===== config.mk =====
export PLATFORM = sky130hd
export DESIGN_NAME = systolic_drain_flat
export DESIGN_NICKNAME = d
export VERILOG_FILES = /design/src/rtl/pkg.sv /design/src/rtl/systolic_drain_if.sv /design/src/rtl/systolic_drain.sv /design/src/flat_wrapper.sv
export SDC_FILE = /design/constraint.sdc
export NUM_CORES = 1
export LEC_CHECK = 0
export ABC_AREA = 1
export CORE_MARGIN = 2
export CORE_UTILIZATION = 60
export DETAILED_ROUTE_END_ITERATION = 6
export PLACE_DENSITY = 0.84
export SLEW_MARGIN = 5
export SYNTH_ARGS = -nofsm -noshare
export SYNTH_HDL_FRONTEND = slang
export SYNTH_SLANG_ARGS = --single-unit

===== constraint.sdc =====
create_clock -name clk_i -period 7.35 [get_ports clk_i]
set_input_delay 2.205 -clock clk_i [delete_from_list [all_inputs] [get_ports clk_i]]
set_output_delay 2.205 -clock clk_i [all_outputs]
set_load 0.02 [all_outputs]

===== src/rtl/pkg.sv =====
//------------------------------------------------------------------------------
// Module      : pkg
// Description : Shared numeric parameters for the systolic array datapath.
// Revision    : 1.0
//------------------------------------------------------------------------------
`default_nettype none

package pkg;
    localparam int NUM_BITS = 16;
endpackage

`default_nettype wire


===== src/rtl/systolic_drain_if.sv =====
//------------------------------------------------------------------------------
// Module      : systolic_drain_if
// Description : Skewed column stream in, aligned row handshake and status out.
// Revision    : 1.0
//------------------------------------------------------------------------------
`default_nettype none

interface systolic_drain_if #(
    parameter int N     = 4,
    parameter int DEPTH = 4
);
    logic [N*pkg::NUM_BITS-1:0]  bottom_i;
    logic [N-1:0]                valid_i;
    logic [N*pkg::NUM_BITS-1:0]  row_o;
    logic                        row_valid_o;
    logic                        row_ready_i;
    logic [$clog2(DEPTH+1)-1:0]  space_o;
    logic                        overflow_o;
    logic                        skew_err_o;
    logic                        clear_i;

    modport master (
        output bottom_i, valid_i, row_ready_i, clear_i,
        input  row_o, row_valid_o, space_o, overflow_o, skew_err_o
    );

    modport slave (
        input  bottom_i, valid_i, row_ready_i, clear_i,
        output row_o, row_valid_o, space_o, overflow_o, skew_err_o
    );
endinterface

`default_nettype wire


===== src/rtl/systolic_drain.sv =====
//------------------------------------------------------------------------------
// Module      : systolic_drain
// Description : Deskews the last PE row's partial sums and queues whole rows.
// Revision    : 1.0
//------------------------------------------------------------------------------
`default_nettype none

module systolic_drain #(
    parameter int N     = 4,
    parameter int DEPTH = 4
) (
    input wire             clk_i,
    input wire             rst_i,
    systolic_drain_if.slave bus
);
    localparam int c_W  = pkg::NUM_BITS;
    localparam int c_RW = N * c_W;
    localparam int c_PW = $clog2(DEPTH);
    localparam int c_CW = $clog2(DEPTH + 1);

    logic [N-1:0][c_W-1:0] w_al_data;
    logic [N-1:0]          w_al_vld;

    // Column j waits N-1-j cycles so every element of a row meets column N-1.
    for (genvar j = 0; j < N; j++) begin : g_col
        localparam int c_DLY = N - 1 - j;
        if (c_DLY == 0) begin : g_pass
            assign w_al_data[j] = bus.bottom_i[j*c_W +: c_W];
            assign w_al_vld[j]  = bus.valid_i[j];
        end else begin : g_dly
            logic [c_W-1:0]   r_dly_data [c_DLY];
            logic [c_DLY-1:0] r_dly_vld;

            always_ff @(posedge clk_i or posedge rst_i) begin
                if (rst_i) begin
                    r_dly_vld <= '0;
                    for (int k = 0; k < c_DLY; k++) begin
                        r_dly_data[k] <= '0;
                    end
                end else begin
                    r_dly_vld[0]  <= bus.valid_i[j];
                    r_dly_data[0] <= bus.bottom_i[j*c_W +: c_W];
                    for (int k = 1; k < c_DLY; k++) begin
                        r_dly_vld[k]  <= r_dly_vld[k-1];
                        r_dly_data[k] <= r_dly_data[k-1];
                    end
                end
            end

            assign w_al_data[j] = r_dly_data[c_DLY-1];
            assign w_al_vld[j]  = r_dly_vld[c_DLY-1];
        end
    end

    logic [c_RW-1:0] r_mem [DEPTH];
    logic [c_PW-1:0] r_wr_ptr;
    logic [c_PW-1:0] r_rd_ptr;
    logic [c_CW-1:0] r_count;
    logic            r_overflow;
    logic            r_skew_err;

    logic w_push_req;
    logic w_misalign;
    logic w_full;
    logic w_empty;
    logic w_pop;
    logic w_push;
    logic w_drop;

    assign w_push_req = &w_al_vld;
    assign w_misalign = (|w_al_vld) && !(&w_al_vld);
    assign w_full     = (r_count == c_CW'(DEPTH));
    assign w_empty    = (r_count == '0);
    assign w_pop      = !w_empty && bus.row_ready_i;
    // A full FIFO still takes a row when the head leaves in the same cycle.
    assign w_push     = w_push_req && (!w_full || w_pop);
    assign w_drop     = w_push_req && w_full && !w_pop;

    always_ff @(posedge clk_i) begin
        if (w_push) begin
            r_mem[r_wr_ptr] <= w_al_data;
        end
    end

    always_ff @(posedge clk_i or posedge rst_i) begin
        if (rst_i) begin
            r_wr_ptr <= '0;
            r_rd_ptr <= '0;
            r_count  <= '0;
        end else begin
            if (w_push) begin
                r_wr_ptr <= r_wr_ptr + c_PW'(1);
            end
            if (w_pop) begin
                r_rd_ptr <= r_rd_ptr + c_PW'(1);
            end
            case ({w_push, w_pop})
                2'b10:   r_count <= r_count + c_CW'(1);
                2'b01:   r_count <= r_count - c_CW'(1);
                default: r_count <= r_count;
            endcase
        end
    end

    // A new error in the same cycle as a clear wins.
    always_ff @(posedge clk_i or posedge rst_i) begin
        if (rst_i) begin
            r_overflow <= 1'b0;
            r_skew_err <= 1'b0;
        end else begin
            if (w_drop) begin
                r_overflow <= 1'b1;
            end else if (bus.clear_i) begin
                r_overflow <= 1'b0;
            end
            if (w_misalign) begin
                r_skew_err <= 1'b1;
            end else if (bus.clear_i) begin
                r_skew_err <= 1'b0;
            end
        end
    end

    assign bus.row_valid_o = !w_empty;
    assign bus.row_o       = w_empty ? '0 : r_mem[r_rd_ptr];
    assign bus.space_o     = c_CW'(DEPTH) - r_count;
    assign bus.overflow_o  = r_overflow;
    assign bus.skew_err_o  = r_skew_err;

endmodule

`default_nettype wire


===== src/flat_wrapper.sv =====
// flat-port wrapper written by rule: the top's interface ports become plain ports
module systolic_drain_flat 
#(
    parameter int N     = 4,
    parameter int DEPTH = 4
)
  (clk_i, rst_i, bus_bottom_i, bus_valid_i, bus_row_ready_i, bus_clear_i, bus_row_o, bus_row_valid_o, bus_space_o, bus_overflow_o, bus_skew_err_o);
  systolic_drain_if #(.N(N), .DEPTH(DEPTH)) bus_i ();
  input wire clk_i;
  input wire rst_i;
  input wire logic [$bits(bus_i.bottom_i)-1:0] bus_bottom_i;
  input wire logic [$bits(bus_i.valid_i)-1:0] bus_valid_i;
  input wire logic [$bits(bus_i.row_ready_i)-1:0] bus_row_ready_i;
  input wire logic [$bits(bus_i.clear_i)-1:0] bus_clear_i;
  output wire logic [$bits(bus_i.row_o)-1:0] bus_row_o;
  output wire logic [$bits(bus_i.row_valid_o)-1:0] bus_row_valid_o;
  output wire logic [$bits(bus_i.space_o)-1:0] bus_space_o;
  output wire logic [$bits(bus_i.overflow_o)-1:0] bus_overflow_o;
  output wire logic [$bits(bus_i.skew_err_o)-1:0] bus_skew_err_o;
  assign bus_i.bottom_i = bus_bottom_i;
  assign bus_i.valid_i = bus_valid_i;
  assign bus_i.row_ready_i = bus_row_ready_i;
  assign bus_i.clear_i = bus_clear_i;
  assign bus_row_o = bus_i.row_o;
  assign bus_row_valid_o = bus_i.row_valid_o;
  assign bus_space_o = bus_i.space_o;
  assign bus_overflow_o = bus_i.overflow_o;
  assign bus_skew_err_o = bus_i.skew_err_o;
  systolic_drain #(.N(N), .DEPTH(DEPTH)) u_core (.clk_i(clk_i), .rst_i(rst_i), .bus(bus_i));
endmodule

; ---- After elaboration in Yosys (flattened, before gate mapping)
; Memory sizes are Yosys's and may differ from the RTL's.
; Index checks and enable logic that the tools add are counted.
[word_totals]
ff_bits = 111
latch_bits = 0
ramBits = 256
mem_bits_ro = 0
input_bits = 72
out_inout_bits = 70
elab_cells = 46
mem_count = 1
[memory_table]
columns = name, words, word_bits, read_ports, rd_ports_with_merged_regs, write_ports, line
row1 = u_core.r_mem, 4, 64, 1, 0, 1, systolic_drain.sv:55  ; logic [c_RW-1:0] r_mem [DEPTH];
[classes]
add_sub_neg = 5
n_mul = 0
div = 0
n_lt_le_gt_ge = 0
n_eq_ne = 3
shift = 0
muxes = 7
bitwise_logic = 0
reduce_logical = 16
[op_table]
columns = operator, n
row1 = $mux 64, 1
row2 = $pmux 3 s2, 1
row3 = $reduce_bool 2->1, 3
row4 = $logic_and 1x1->1, 5
row5 = $mux 1, 5
row6 = $add 2x1->2 const B, 2
row7 = $logic_not 1->1, 4
row8 = $reduce_and 4->1, 1
row9 = $reduce_or 4->1, 1
row10 = $add 3x1->3 const B, 1
row11 = $eq 3x3->1 const B, 1
row12 = $logic_not 3->1, 1
row13 = $sub 3x1->3 const B, 1
row14 = $sub 3x3->3 const A, 1
row15 = $eq 2x1->1 const B, 1
row16 = $eq 2x2->1 const B, 1
row17 = $logic_or 1x1->1, 1

; ---- Longest topological paths before layout
[depth]
word_depth = 7
ltp_mapped = 13
mapped_depth_nobuf = 13

; ---- Least setup slack after synthesis
; Ideal clock, no wire load.
[synth_path]
kind = input to register
startpoint = input bus_valid_i[3]
endpoint = memory u_core.r_mem[0][0] (netlist name), enable pin
setup_time_ps = 486
arrival_ps = 5292
t_required_ps = 6864
setup_slack_ps = 1571
cell_stages = 4
n_path_buf = 0
cell_sequence = nand2_1 nor2_2 o21ai_2 nor2_1
[synth_between]
elab_chain_len = 4
[synth_lines]
columns = item, line
row1 = "start, declared", flat_wrapper.sv:12  ; input wire logic [$bits(bus_i.valid_i)-1:0] bus_valid_i;
row2 = $reduce_and 4->1, systolic_drain.sv:70  ; assign w_push_req = &w_al_vld;
row3 = $logic_and 1x1->1, systolic_drain.sv:76  ; assign w_push = w_push_req && (!w_full || w_pop);
row4 = $mux 1, systolic_drain.sv:80  ; if (w_push) begin
row5 = $mux 1 (implied by the code), systolic_drain.sv:81  ; r_mem[r_wr_ptr] <= w_al_data;
row6 = "end, declared", systolic_drain.sv:55
; No other way between the ends.

; ---- Worst setup path after layout
[layout_path]
startpoint = register u_core.r_rd_ptr[0]
endpoint = output bus_row_o[6]
[layout_between]
elab_chain_len = 2
[layout_lines]
columns = item, line
row1 = "start, declared", systolic_drain.sv:57  ; logic [c_PW-1:0] r_rd_ptr;
row2 = "start signal, assigned", systolic_drain.sv:95  ; r_rd_ptr <= r_rd_ptr + c_PW'(1);
row3 = $mem_v2 4x64, -
row4 = $mux 64, systolic_drain.sv:125  ; assign bus.row_o = w_empty ? '0 : r_mem[r_rd_ptr];
row5 = "end, declared", flat_wrapper.sv:15  ; output wire logic [$bits(bus_i.row_o)-1:0] bus_row_o;
; No other way between the ends.

==> impl_metrics.ini <==
[global_routing]
grt_usage = 0.229
grt_pass1_vias = 7640
grt-ovfl-total = 0
grt_max_degree = 70
grt_antenna_before_repair = 0
grt_pass1_wl_um = 39400

[worst_hold_path]
hold_class = reg2reg
min-delay-start = u_core.g_col[0].g_dly.r_dly_data[45]

[finish]
nFillCells = 1260
drive_gt1_frac = 0.0693
diodes = 0
nets = 1150
stdcell_count = 1371
design_area_um2 = 15800
synthToLayoutAreaGrowth_pct = 21.3

[synth]
syn_inst = 928
synth_area_leaders = edfxtp_1, dfrtp_1, nor2_1
synth_xor_area_frac = 0.00202
netlist.area_leader.share = 0.592
yosysMostFrequentCell = nor2_1
synth_compound_area_frac = 0.0765
ys.flop_type = edfxtp_1
synth_edf_count = 256
ys_warn_count = 0
async_flop_share = 0.302
synthSimpleGateAreaFrac = 0.0826
synthAdderAreaFrac = 0.00828
synth_commonest_cells = nor2_1, edfxtp_1, o21ai_0, dfrtp_1, a21oi_1
synth_largest_area_cell = edfxtp_1
synth_area_um2 = 13000
seq_area_frac_synth = 0.805
ys_types = 22
synth_top_family_by_area = simple AND/OR/NAND/NOR gates
synth_seq_cells = 367
syn-num-nets = 1008
synthMuxAreaShare = 0
synth.avg_cell_area_um2 = 14.0

[worst_setup_path]
start_kind = register
regToRegStartpoint = u_core.r_count[0]
cp_data_required_time_ps = 5140
end_kind = output pin
crit_start = u_core.r_rd_ptr[0]
worstPathMaxFanout = 68
worstSetupPathType = reg2out
arrival_ps = 3890

[floorplanning]
die_w_um = 151
initial_core_util = 0.614
coreArea_um2 = 21200
row_count = 53
ios = 142
die_y_um = 151
die-area_um2 = 22900

[detailed_routing]
first_pass_iters = 5
ant_nets = 0
drc_errors = 0
vias_per_cell = 5.47
wl_per_cell_um = 18.4
postRouteWirelength_um = 25200
vias = 7504
drtIter0Drc = 662

[sta]
fmax_mhz = 164
setup_tns_ps = 0
relSlewSlack = 0.234
worst_clock_skew_ps = 17.9
worst_pin_slew_ps = 1150
setup_violations = 0
drv_slew = 0
rsz0062_at_grt = no
min_period_over_period = 0.829
period_needed_ps = 6100
hold_viol_final = 0

[clock_network]
hold_buffers = 0
clock-sinks = 367
insertion_delay_ps = 520
numCtsBuffers = 35
cts_max_level = 2
cts_root_buf = clkbuf_16
clk_path_buf_depth = 3
cts_tree = done
clkTransAtPathRegs_ps = 60
post-cts-setup-buffers = 0
cts_resized = 0

[pwr]
peakVddDrop_mv = 0.298
power.total_mw = 6.32
static-leakage-power_nw = 5.67
p_per_area_nw_per_um2 = 401

[placement]
dp_cells = 1308
hpwl_um = 14100
port_buffers = 141
place_area_um2 = 14700
gp_congestion = 0.742

[run]
maxCapViolCount = 0

[outcome]
status = finished clean
## logic make-up after synthesis
group                      after synthesis
AOI/OAI and AO/OA                      198
DFF                                    367
adders and majority gates                8
xor gates and xnor gates                 3
and+or+nand+nor                        282
buffers and inverters                   70
## where the power goes
part           internal (mW)  switching, mW
sequential              2.31          0.119
combinational          0.870           1.28
clock                   1.02          0.715
## flip-flops by register name, indices dropped and copies added (netlist names)
signal                         cells
u_core.bus.skew_err_o              1
u_core.r_mem                     256
u_core.r_count                     3
u_core.r_rd_ptr                    2
u_core.bus.overflow_o              1
u_core.g_col.g_dly.r_dly_vld       6
u_core.r_wr_ptr                    2
u_core.g_col.g_dly.r_dly_data     96
## path summary, 6_finish.rpt
| check | cells after the start | to | slack [ps] |
|---|---|---|---|
| setup / recovery | 5 | bus_row_o[6] | 1250 |
| hold / removal | 0 | u_core.g_col[0].g_dly.r_dly_data[29] | 350 |
| setup reg to reg | 9 | u_core.r_mem[3][1] | 3760 |
| hold reg to reg | 0 | u_core.g_col[0].g_dly.r_dly_data[29] | 350 |
| max in group asynchronous | 3 | u_core.g_col[1].g_dly.r_dly_data[6] | 4050 |
| min in group asynchronous | 2 | u_core.g_col[0].g_dly.r_dly_data[42] | 2250 |
## layout make-up
class / count / area (um2) / share of cell area
clock buffers: 49 / 958 / 0.0608
repair buffers: 154 / 1520 / 0.0965
multi-input cells: 491 / 2230 / 0.142
flip-flops and latches: 367 / 10500 / 0.664
inverters: 21 / 82.6 / 0.00524
well taps: 275 / 344 / 0.0218
clock inverters: 14 / 154 / 0.00976
## per-stage QoR
step / setup WS, ps / hold slack, ps / utilization
final: 1250 / 347 / 0.745
after global routing: 1020 / 352 / 0.745
after CTS: 1310 / 348 / 0.745
after global placement: 1990 / 332 / 0.693
after floorplan: 1570 / 331 / -
after detailed placement: 1890 / 335 / 0.693
## layer usage
metal / track usage / vias to the layer above / share of wire
li1: - / 3517 / -
met1: 0.304 / 3677 / 0.41
met2: 0.389 / 264 / 0.50
met3: 0.0470 / 46 / 0.065
met4: 0.0715 / 0 / 0.024
met5: 0 / - / 0
## worst max-delay path, cell delays in order, from the launching register on
cell	delay, ps
dfrtp_4	860
clkinv_2	780
buf_4	570
o21ai_0	340
a21oi_1	140
clkdlybuf4s50_1	560
## cell usage in the layout (no fill, tap or decap)
cell / Yosys / final
clkinv_1: 0 / 2
clkdlybuf4s50_1: 0 / 141
dfrtp_2: 0 / 1
fa_1: 1 / 1
bufinv_16: 0 / 3
clkinv_2: 0 / 7
nand3_1: 4 / 4
nor4_1: 1 / 1
xor2_1: 3 / 3
nand2_1: 9 / 9
buf_12: 0 / 1
clkbuf_16: 0 / 35
inv_6: 0 / 3
a21oi_1: 65 / 65
inv_4: 0 / 1
nor2_4: 0 / 4
nor2_2: 1 / 1
inv_1: 19 / 18
nand4_1: 1 / 1
edfxtp_1: 256 / 256
clkbuf_8: 0 / 3
nand2_2: 1 / 1
clkbuf_1: 21 / 11
dfrtp_4: 0 / 1
inv_2: 2 / 1
o21ai_1: 6 / 6
o21ai_0: 126 / 126
buf_4: 15 / 12
dfrtp_1: 111 / 109
ha_1: 7 / 6
nor2_1: 265 / 261
ha_2: 0 / 1
o21ai_2: 1 / 1
Power figures use the tool's default switching activity.
